File: config.mk
export PLATFORM = sky130hd
export DESIGN_NAME = branch_resolve_queue_flat
export DESIGN_NICKNAME = d
export VERILOG_FILES = /design/src/rtl/branch_resolve_queue_if.sv /design/src/rtl/branch_resolve_queue.sv /design/src/flat_wrapper.sv
export SDC_FILE = /design/constraint.sdc
export NUM_CORES = 1
export LEC_CHECK = 0
export CORE_MARGIN = 8
export CORE_UTILIZATION = 30
export DETAILED_ROUTE_END_ITERATION = 10
export PLACE_DENSITY = 0.59
export SETUP_SLACK_MARGIN = 0.2
export SLEW_MARGIN = 20
export SYNTH_ARGS = -nofsm -noshare
export SYNTH_HDL_FRONTEND = slang
export SYNTH_SLANG_ARGS = --single-unit
File: constraint.sdc
create_clock -name clk -period 2.9 [get_ports clk]
set_input_delay 0.435 -clock clk [delete_from_list [all_inputs] [get_ports clk]]
set_output_delay 0.435 -clock clk [all_outputs]
set_load 0.01 [all_outputs]
File: src/rtl/branch_resolve_queue_if.sv
`default_nettype none
// ============================================================================
//  Module   : branch_resolve_queue_if
//  Purpose  : Fetch, resolve and predictor-update bundle for the branch
//             resolve queue, including occupancy and statistics readback.
//  Revision : 1.0 - initial release
// ============================================================================
interface branch_resolve_queue_if #(
  parameter int ADDR_WIDTH = 1,
  parameter int DEPTH      = 4,
  parameter int CNT_WIDTH  = 16
);
  logic                    fetch_valid;
  logic [ADDR_WIDTH-1:0]   fetch_address;
  logic                    fetch_prediction;
  logic                    fetch_ready;
  logic                    resolve_valid;
  logic                    resolve_taken;
  logic                    update_valid;
  logic [ADDR_WIDTH-1:0]   branch_address;
  logic                    branch_result;
  logic                    mispredict;
  logic                    resolve_err;
  logic [$clog2(DEPTH):0]  occupancy;
  logic [CNT_WIDTH-1:0]    branch_count;
  logic [CNT_WIDTH-1:0]    mispredict_count;

  // Fetch/resolve side driving the queue
  modport master (
    output fetch_valid, fetch_address, fetch_prediction,
    output resolve_valid, resolve_taken,
    input  fetch_ready, update_valid, branch_address, branch_result,
    input  mispredict, resolve_err, occupancy, branch_count, mispredict_count
  );

  // The queue itself
  modport slave (
    input  fetch_valid, fetch_address, fetch_prediction,
    input  resolve_valid, resolve_taken,
    output fetch_ready, update_valid, branch_address, branch_result,
    output mispredict, resolve_err, occupancy, branch_count, mispredict_count
  );
endinterface
`default_nettype wire

File: src/rtl/branch_resolve_queue.sv
`default_nettype none
// ============================================================================
//  Module   : branch_resolve_queue
//  Purpose  : In-order queue of predicted branches. On resolution it drives
//             predictor update, flags mispredicts, flushes wrong-path
//             entries and keeps saturating branch/mispredict statistics.
//  Revision : 1.0 - initial release
// ============================================================================
module branch_resolve_queue #(
  parameter int ADDR_WIDTH = 1,
  parameter int DEPTH      = 4,
  parameter int CNT_WIDTH  = 16
) (
  input  logic                 clk,
  input  logic                 rst,   // asynchronous, active low
  branch_resolve_queue_if.slave bus
);
  localparam int PTR_W = $clog2(DEPTH);
  localparam int OCC_W = PTR_W + 1;
  localparam logic [OCC_W-1:0]     C_FULL    = OCC_W'(DEPTH);
  localparam logic [CNT_WIDTH-1:0] C_CNT_MAX = '1;

  logic [ADDR_WIDTH-1:0] r_mem_addr [DEPTH];
  logic [DEPTH-1:0]      r_mem_pred;
  logic [PTR_W-1:0]      r_rd_ptr;
  logic [PTR_W-1:0]      r_wr_ptr;
  logic [OCC_W-1:0]      r_occ;
  logic                  r_update_valid;
  logic [ADDR_WIDTH-1:0] r_branch_address;
  logic                  r_branch_result;
  logic                  r_mispredict;
  logic                  r_resolve_err;
  logic [CNT_WIDTH-1:0]  r_branch_count;
  logic [CNT_WIDTH-1:0]  r_mispredict_count;

  logic                  w_ready;
  logic                  w_push;
  logic                  w_pop;
  logic                  w_empty_err;
  logic                  w_mis;
  logic [PTR_W-1:0]      w_rd_next;

  assign w_ready     = (r_occ != C_FULL);
  assign w_push      = bus.fetch_valid && w_ready;
  assign w_pop       = bus.resolve_valid && (r_occ != '0);
  assign w_empty_err = bus.resolve_valid && (r_occ == '0);
  assign w_mis       = w_pop && (r_mem_pred[r_rd_ptr] != bus.resolve_taken);
  assign w_rd_next   = r_rd_ptr + 1'b1;

  // Entry storage; a push coinciding with a flush is wrong-path and not kept
  always_ff @(posedge clk) begin
    if (w_push && !w_mis) begin
      r_mem_addr[r_wr_ptr] <= bus.fetch_address;
      r_mem_pred[r_wr_ptr] <= bus.fetch_prediction;
    end
  end

  // Pointers and fill level; a mispredict collapses the queue to empty
  always_ff @(posedge clk or negedge rst) begin
    if (!rst) begin
      r_rd_ptr <= '0;
      r_wr_ptr <= '0;
      r_occ    <= '0;
    end else begin
      if (w_pop) r_rd_ptr <= w_rd_next;
      if (w_mis) begin
        r_wr_ptr <= w_rd_next;
        r_occ    <= '0;
      end else begin
        if (w_push) r_wr_ptr <= r_wr_ptr + 1'b1;
        r_occ <= r_occ + OCC_W'(w_push) - OCC_W'(w_pop);
      end
    end
  end

  // One-cycle result pulses; address/result hold between updates
  always_ff @(posedge clk or negedge rst) begin
    if (!rst) begin
      r_update_valid   <= 1'b0;
      r_branch_address <= '0;
      r_branch_result  <= 1'b0;
      r_mispredict     <= 1'b0;
      r_resolve_err    <= 1'b0;
    end else begin
      r_update_valid <= w_pop;
      r_mispredict   <= w_mis;
      r_resolve_err  <= w_empty_err;
      if (w_pop) begin
        r_branch_address <= r_mem_addr[r_rd_ptr];
        r_branch_result  <= bus.resolve_taken;
      end
    end
  end

  // Saturating statistics counters
  always_ff @(posedge clk or negedge rst) begin
    if (!rst) begin
      r_branch_count     <= '0;
      r_mispredict_count <= '0;
    end else begin
      if (w_pop && (r_branch_count != C_CNT_MAX))
        r_branch_count <= r_branch_count + 1'b1;
      if (w_mis && (r_mispredict_count != C_CNT_MAX))
        r_mispredict_count <= r_mispredict_count + 1'b1;
    end
  end

  assign bus.fetch_ready      = w_ready;
  assign bus.occupancy        = r_occ;
  assign bus.update_valid     = r_update_valid;
  assign bus.branch_address   = r_branch_address;
  assign bus.branch_result    = r_branch_result;
  assign bus.mispredict       = r_mispredict;
  assign bus.resolve_err      = r_resolve_err;
  assign bus.branch_count     = r_branch_count;
  assign bus.mispredict_count = r_mispredict_count;
endmodule
`default_nettype wire
File: src/flat_wrapper.sv
// flat-port wrapper written by rule: the top's interface ports become plain ports
module branch_resolve_queue_flat 
#(
  parameter int ADDR_WIDTH = 1,
  parameter int DEPTH      = 4,
  parameter int CNT_WIDTH  = 16
)
  (clk, rst, bus_fetch_valid, bus_fetch_address, bus_fetch_prediction, bus_resolve_valid, bus_resolve_taken, bus_fetch_ready, bus_update_valid, bus_branch_address, bus_branch_result, bus_mispredict, bus_resolve_err, bus_occupancy, bus_branch_count, bus_mispredict_count);
  branch_resolve_queue_if #(.ADDR_WIDTH(ADDR_WIDTH), .DEPTH(DEPTH), .CNT_WIDTH(CNT_WIDTH)) bus_i ();
  input  logic clk;
  input  logic rst;
  input wire logic [$bits(bus_i.fetch_valid)-1:0] bus_fetch_valid;
  input wire logic [$bits(bus_i.fetch_address)-1:0] bus_fetch_address;
  input wire logic [$bits(bus_i.fetch_prediction)-1:0] bus_fetch_prediction;
  input wire logic [$bits(bus_i.resolve_valid)-1:0] bus_resolve_valid;
  input wire logic [$bits(bus_i.resolve_taken)-1:0] bus_resolve_taken;
  output wire logic [$bits(bus_i.fetch_ready)-1:0] bus_fetch_ready;
  output wire logic [$bits(bus_i.update_valid)-1:0] bus_update_valid;
  output wire logic [$bits(bus_i.branch_address)-1:0] bus_branch_address;
  output wire logic [$bits(bus_i.branch_result)-1:0] bus_branch_result;
  output wire logic [$bits(bus_i.mispredict)-1:0] bus_mispredict;
  output wire logic [$bits(bus_i.resolve_err)-1:0] bus_resolve_err;
  output wire logic [$bits(bus_i.occupancy)-1:0] bus_occupancy;
  output wire logic [$bits(bus_i.branch_count)-1:0] bus_branch_count;
  output wire logic [$bits(bus_i.mispredict_count)-1:0] bus_mispredict_count;
  assign bus_i.fetch_valid = bus_fetch_valid;
  assign bus_i.fetch_address = bus_fetch_address;
  assign bus_i.fetch_prediction = bus_fetch_prediction;
  assign bus_i.resolve_valid = bus_resolve_valid;
  assign bus_i.resolve_taken = bus_resolve_taken;
  assign bus_fetch_ready = bus_i.fetch_ready;
  assign bus_update_valid = bus_i.update_valid;
  assign bus_branch_address = bus_i.branch_address;
  assign bus_branch_result = bus_i.branch_result;
  assign bus_mispredict = bus_i.mispredict;
  assign bus_resolve_err = bus_i.resolve_err;
  assign bus_occupancy = bus_i.occupancy;
  assign bus_branch_count = bus_i.branch_count;
  assign bus_mispredict_count = bus_i.mispredict_count;
  branch_resolve_queue #(.ADDR_WIDTH(ADDR_WIDTH), .DEPTH(DEPTH), .CNT_WIDTH(CNT_WIDTH)) u_core (.clk(clk), .rst(rst), .bus(bus_i));
endmodule
# [Word level (Yosys, flattened, before mapping)]
# Memories as Yosys holds them, arrays and structs flattened. A register that Yosys moved wholly into a read port is not among the register bits.
# Cells that the tools add are included.
[totals] regBits=47 input_bits=7 n_memories=1 elab_cells=47 ramBits=4
[classes] n_addsub=6 mux=10 reduce_logical=13 magnitude_cmp=3 n_eq_ne=4
[memory_table] name="u_core.r_mem_addr" words=4 word_bits=1 read_ports=1 rd_clocked_by_memory_dff=1 wr=1 line_no="branch_resolve_queue.sv:23" text="logic [ADDR_WIDTH-1:0] r_mem_addr [DEPTH];"
[ops] operator="16-bit by 1-bit adder with 16-bit output, second input constant" n=2
[ops] operator="16-bit != test, second input constant" n=2
[ops] operator="1-bit logical AND" n=8
[ops] operator="2-bit by 3-bit less-than comparator with 1-bit output, second input constant" n=2
[ops] operator="2-bit by 1-bit adder with 2-bit output, second input constant" n=2
[ops] operator="4-bit bitwise mux" n=1
[ops] operator="1-bit 2-to-1 mux" n=4
[ops] operator="2-bit 2-to-1 mux" n=2
[ops] operator="3-bit by 1-bit adder with 3-bit output" n=1
[ops] operator="3-bit logical NOT" n=1
[ops] operator="3-bit 2-to-1 mux" n=1
[ops] operator="3-bit != test, second input constant" n=1
[ops] operator="3-bit nonzero test" n=1
[ops] operator="3-bit by 1-bit subtractor with 3-bit output" n=1
[ops] operator="1-bit binary-select mux with 2-bit select" n=1
[ops] operator="1-bit demux with 2-bit select" n=1
[ops] operator="2-bit by 1-bit greater-or-equal comparator with 1-bit output, second input constant" n=1
[ops] operator="1-bit logical NOT" n=2
[ops] operator="2-bit nonzero test" n=1
[ops] operator="1-bit != test" n=1

# [Logic depth before layout (Yosys ltp)]
[depth] depth_word=8 mapped_depth=10

# [Worst setup path after synthesis]
# OpenSTA, ideal clock, no wires.
[synth_path] path_type="register to register" startpoint="register u_core.r_occ[2] (netlist: u_core.bus.occupancy[2])" endpoint="register u_core.r_occ[2] (netlist: u_core.bus.occupancy[2])" required_time_ns=2.781 setup_slack_ns=0.395 n_path_buf=0 period_less_slack_ns=2.505 setup_time_ns=0.119 path_stages_with_launch=11 arrival_time_ns=2.387 path_cell_list="dfrtp_1 -> o31ai_2 -> inv_1 -> ha_1 -> inv_1 -> ha_1 -> inv_1 -> fa_1 -> xor2_1 -> xnor2_1 -> nor2_1"
[synth_between] elab_cells_between_ends=8 classes_between="add/sub (2); eq/ne (1); mux (1); reduce/logical (4)"
[synth_lines] item="start: declaration" line_no="branch_resolve_queue.sv:27" text="logic [OCC_W-1:0] r_occ;"
[synth_lines] item="start signal: assignment" line_no="branch_resolve_queue.sv:71" text="r_occ <= r_occ + OCC_W'(w_push) - OCC_W'(w_pop);"
[synth_lines] item="3-bit nonzero test *" line_no="branch_resolve_queue.sv:45" text="assign w_pop = bus.resolve_valid && (r_occ != '0);"
[synth_lines] item="1-bit logical AND *" line_no="branch_resolve_queue.sv:45"
[synth_lines] item="via u_core.w_pop" line_no="branch_resolve_queue.sv:38" text="logic w_pop;"
[synth_lines] item="3-bit by 1-bit subtractor with 3-bit output / 1-bit logical AND (equally long branches)" line_no="branch_resolve_queue.sv:71, branch_resolve_queue.sv:47"
[synth_lines] item="3-bit 2-to-1 mux *" line_no="branch_resolve_queue.sv:66" text="if (w_mis) begin"
# Mark *: on every way through the listed nets, which the timed path passes. The rest lies on a longest branch.
# A chain may end at the register's enable or synchronous reset.

# [Worst setup path in the final report]
# Ends and elaborated chain as after synthesis.

==> metrics.txt <==
status complete, no violations; Final GP Congestion 0.752; worst hold slack about 0.12 ns; EDFF count, synth 8; CP Cell Sequence o31ai_4 > inv_1 > ha_1 > inv_1 > ha_1 > inv_1 > fa_1 > xor2_1 > xnor2_1 > nor2_1; area leader, netlist dfrtp_1; crit-path max FO 8; Ant. Diodes 0; leakage power 1.37 nW; max_slew headroom 0.555; Clock transition at path regs 0.09 ns; Post-synth ARST share 0.846; fin. max-slew vios 0; final hold vios 0; Power Density just under 800 mW/mm^2; Layout Nets between 200 and 300; final setup fails 0; Top cell by count, worst path inv_1; Req. time, crit path 3.10 ns; Total Routing Usage GR 0.0908; Avg WL per Cell roughly 13 microns; Crit path buffers/inverters 3; Synth Register Bits 52; DIE HEIGHT 107 microns; Final period util 0.826; Post-Syn Area 0.00249 sq mm; Max Root-Sink Buffers 2; layout cell share with drive strength beyond 1 0.0798; Vias/cell 4.54; fin area 0.00315 sq mm; highest-delay cell along the critical path dfrtp_1; dpl hpwl ~3600 microns; top_reg_cell synth dfrtp_1; fin worst setup slack 0.505 ns; Tightest Pin Transition ~0.66 ns; FMAX about 0.42 GHz; routed wire length ~4900 microns; Synth top cells by count dfrtp_1 (44), nand2_1 (20), xor2_1 (18); RSZ-0062 raised after global routing false; die width about 110 microns; Initial DRC Count 64; Post-Layout Cell Count 368; top-area cell type share of the netlist area 0.441; setup total negative slack 0 ns; setup repair bufs after CTS 0; antenna viol nets, final 0; CP Launch Type flop; I/O Buffers 47; Util after Layout 0.388; global-route wire length before repair roughly 8400 microns; cells after synthesis 213; Top delay family on crit path adder cells; Tot Pwr 2.50 mW; slowest stage delay, CP 0.47 ns; DIE AREA 0.0115 sq mm; CTS tree built; Placed Area 0.00306 sq mm; initial antenna violation count 0; CTS H-Tree Depth 2; Post-CTS Hold Buffers 0; DP Cell Count 360; sequential fraction of the synthesis area 0.538; Pre-antenna DRT Iters 4; CTS Buf Count 5; global route total overflow 0; Synth Net Count 229; Post-CTS Resized 0; Vias roughly 1700; clk sinks 52; count leader, synth dfrtp_1; min-delay worst type in -> async; library cells used by synthesis 38; max-cap check violation count 0; number of global-route vias before repair 1749; Area Overhead vs Synth 26.4%; area of the core between 0.008 and 0.009 sq mm; top post-synthesis cells by area dfrtp_1 (44%), edfxtp_1 (9.6%), xor2_1 (6.3%); clk_lat worst skew 0.30 ns; root buffer cell clkbuf_8; crit path capture type flop; initial cell density of the core 0.307; Peak VDD IR 0.000345 V; Mean Syn Cell Area 11.7 sq um; CP Class reg -> reg; Final Skew 0.00782 ns; I/O pin count 48; crit path DAT 2.59 ns; # DRC 0; Yosys warnings 0; dpl ws 0.327 ns; largest net degree at the start of global routing 45; cell row count 33; Tmin final 2.40 ns
-- sequential cells by signal, summed over array words and instances, names as in the netlist --
register / cells
u_core.bus.branch_address: 1
u_core.bus.resolve_err: 1
u_core.r_rd_ptr: 2
u_core.bus.mispredict_count: 16
u_core.bus.branch_count: 16
u_core.r_wr_ptr: 2
u_core.r_mem_addr: 4
u_core.bus.branch_result: 1
u_core.r_mem_pred: 4
u_core.bus.mispredict: 1
u_core.bus.occupancy: 3
u_core.bus.update_valid: 1
-- metal layers --
layer / wire length (microns) / vias to the layer above / GRT usage
met2: 2430 / 26 / 0.149
met4: 42 / 0 / 0.0302
met3: 257 / 4 / 0.0312
li1: - / 830 / -
met5: 0 / - / 0
met1: 2150 / 812 / 0.108
-- logic make-up (layout without fill, tap and decap cells) --
logic type                 Yosys count  after routing  share of synthesized area
adders and majority gates            9              9                     0.0481
buffers and inverters               17             67                     0.0336
muxes                               10             10                     0.0491
AOI/OAI and AO/OA                    7              7                     0.0306
xor gates and xnor gates            35             35                      0.123
DFF                                 52             52                      0.538
and+or+nand+nor                     83             83                      0.178
-- path summary, 6_finish.rpt --
check,from,endpoint,slack (ns),cells past startpoint
max in group asynchronous,rst,u_core.bus.mispredict_count[10],2.41,1
min,rst,u_core.bus.mispredict_count[9],0.12,1
min reg2reg,u_core.bus.branch_address,u_core.bus.branch_address,0.50,2
min in group clk,u_core.bus.branch_address,u_core.bus.branch_address,0.50,2
max,u_core.bus.occupancy[2],u_core.bus.occupancy[2],0.50,10
max reg2reg,u_core.bus.occupancy[2],u_core.bus.occupancy[2],0.50,10
-- power breakdown --
| part | internal (mW) | switching (mW) | total (mW) | leakage (nW) |
|---|---|---|---|---|
| Clock | 0.173 | 0.235 | 0.408 | 0.0424 |
| Combinational | 0.518 | 0.430 | 0.949 | 0.686 |
| Sequential | 0.924 | 0.219 | 1.14 | 0.641 |
-- cells in the final DEF, fill, tap and decap left out, types with 2 or more instances in the layout --
master / netlist / layout
inv_1: 11 / 11
a31oi_2: 2 / 2
xnor2_1: 17 / 17
mux2_2: 4 / 4
nand3_1: 17 / 17
nand2b_1: 2 / 2
nor4b_1: 3 / 3
edfxtp_1: 8 / 8
clkbuf_8: 0 / 5
clkdlybuf4s50_1: 0 / 46
buf_4: 1 / 2
ha_1: 8 / 8
nor2_1: 6 / 6
and3_1: 7 / 7
mux2i_1: 4 / 4
dfrtp_1: 44 / 44
xor2_1: 18 / 18
nand4_1: 4 / 4
nor4_1: 5 / 5
and2_1: 3 / 3
clkbuf_1: 2 / 2
nor3_1: 9 / 9
nand2_1: 20 / 20
-- area by class of cell --
class                      instances  area (sq um)
timing repair buffer              48           475
tap                              105           131
multi-input combinational        144          1080
inverter                          11          41.3
sequential                        52          1340
clock buffer                       7          76.3
clock inverter                     1          8.76
fill                             816          4980
Power figures use the tool's default switching activity.
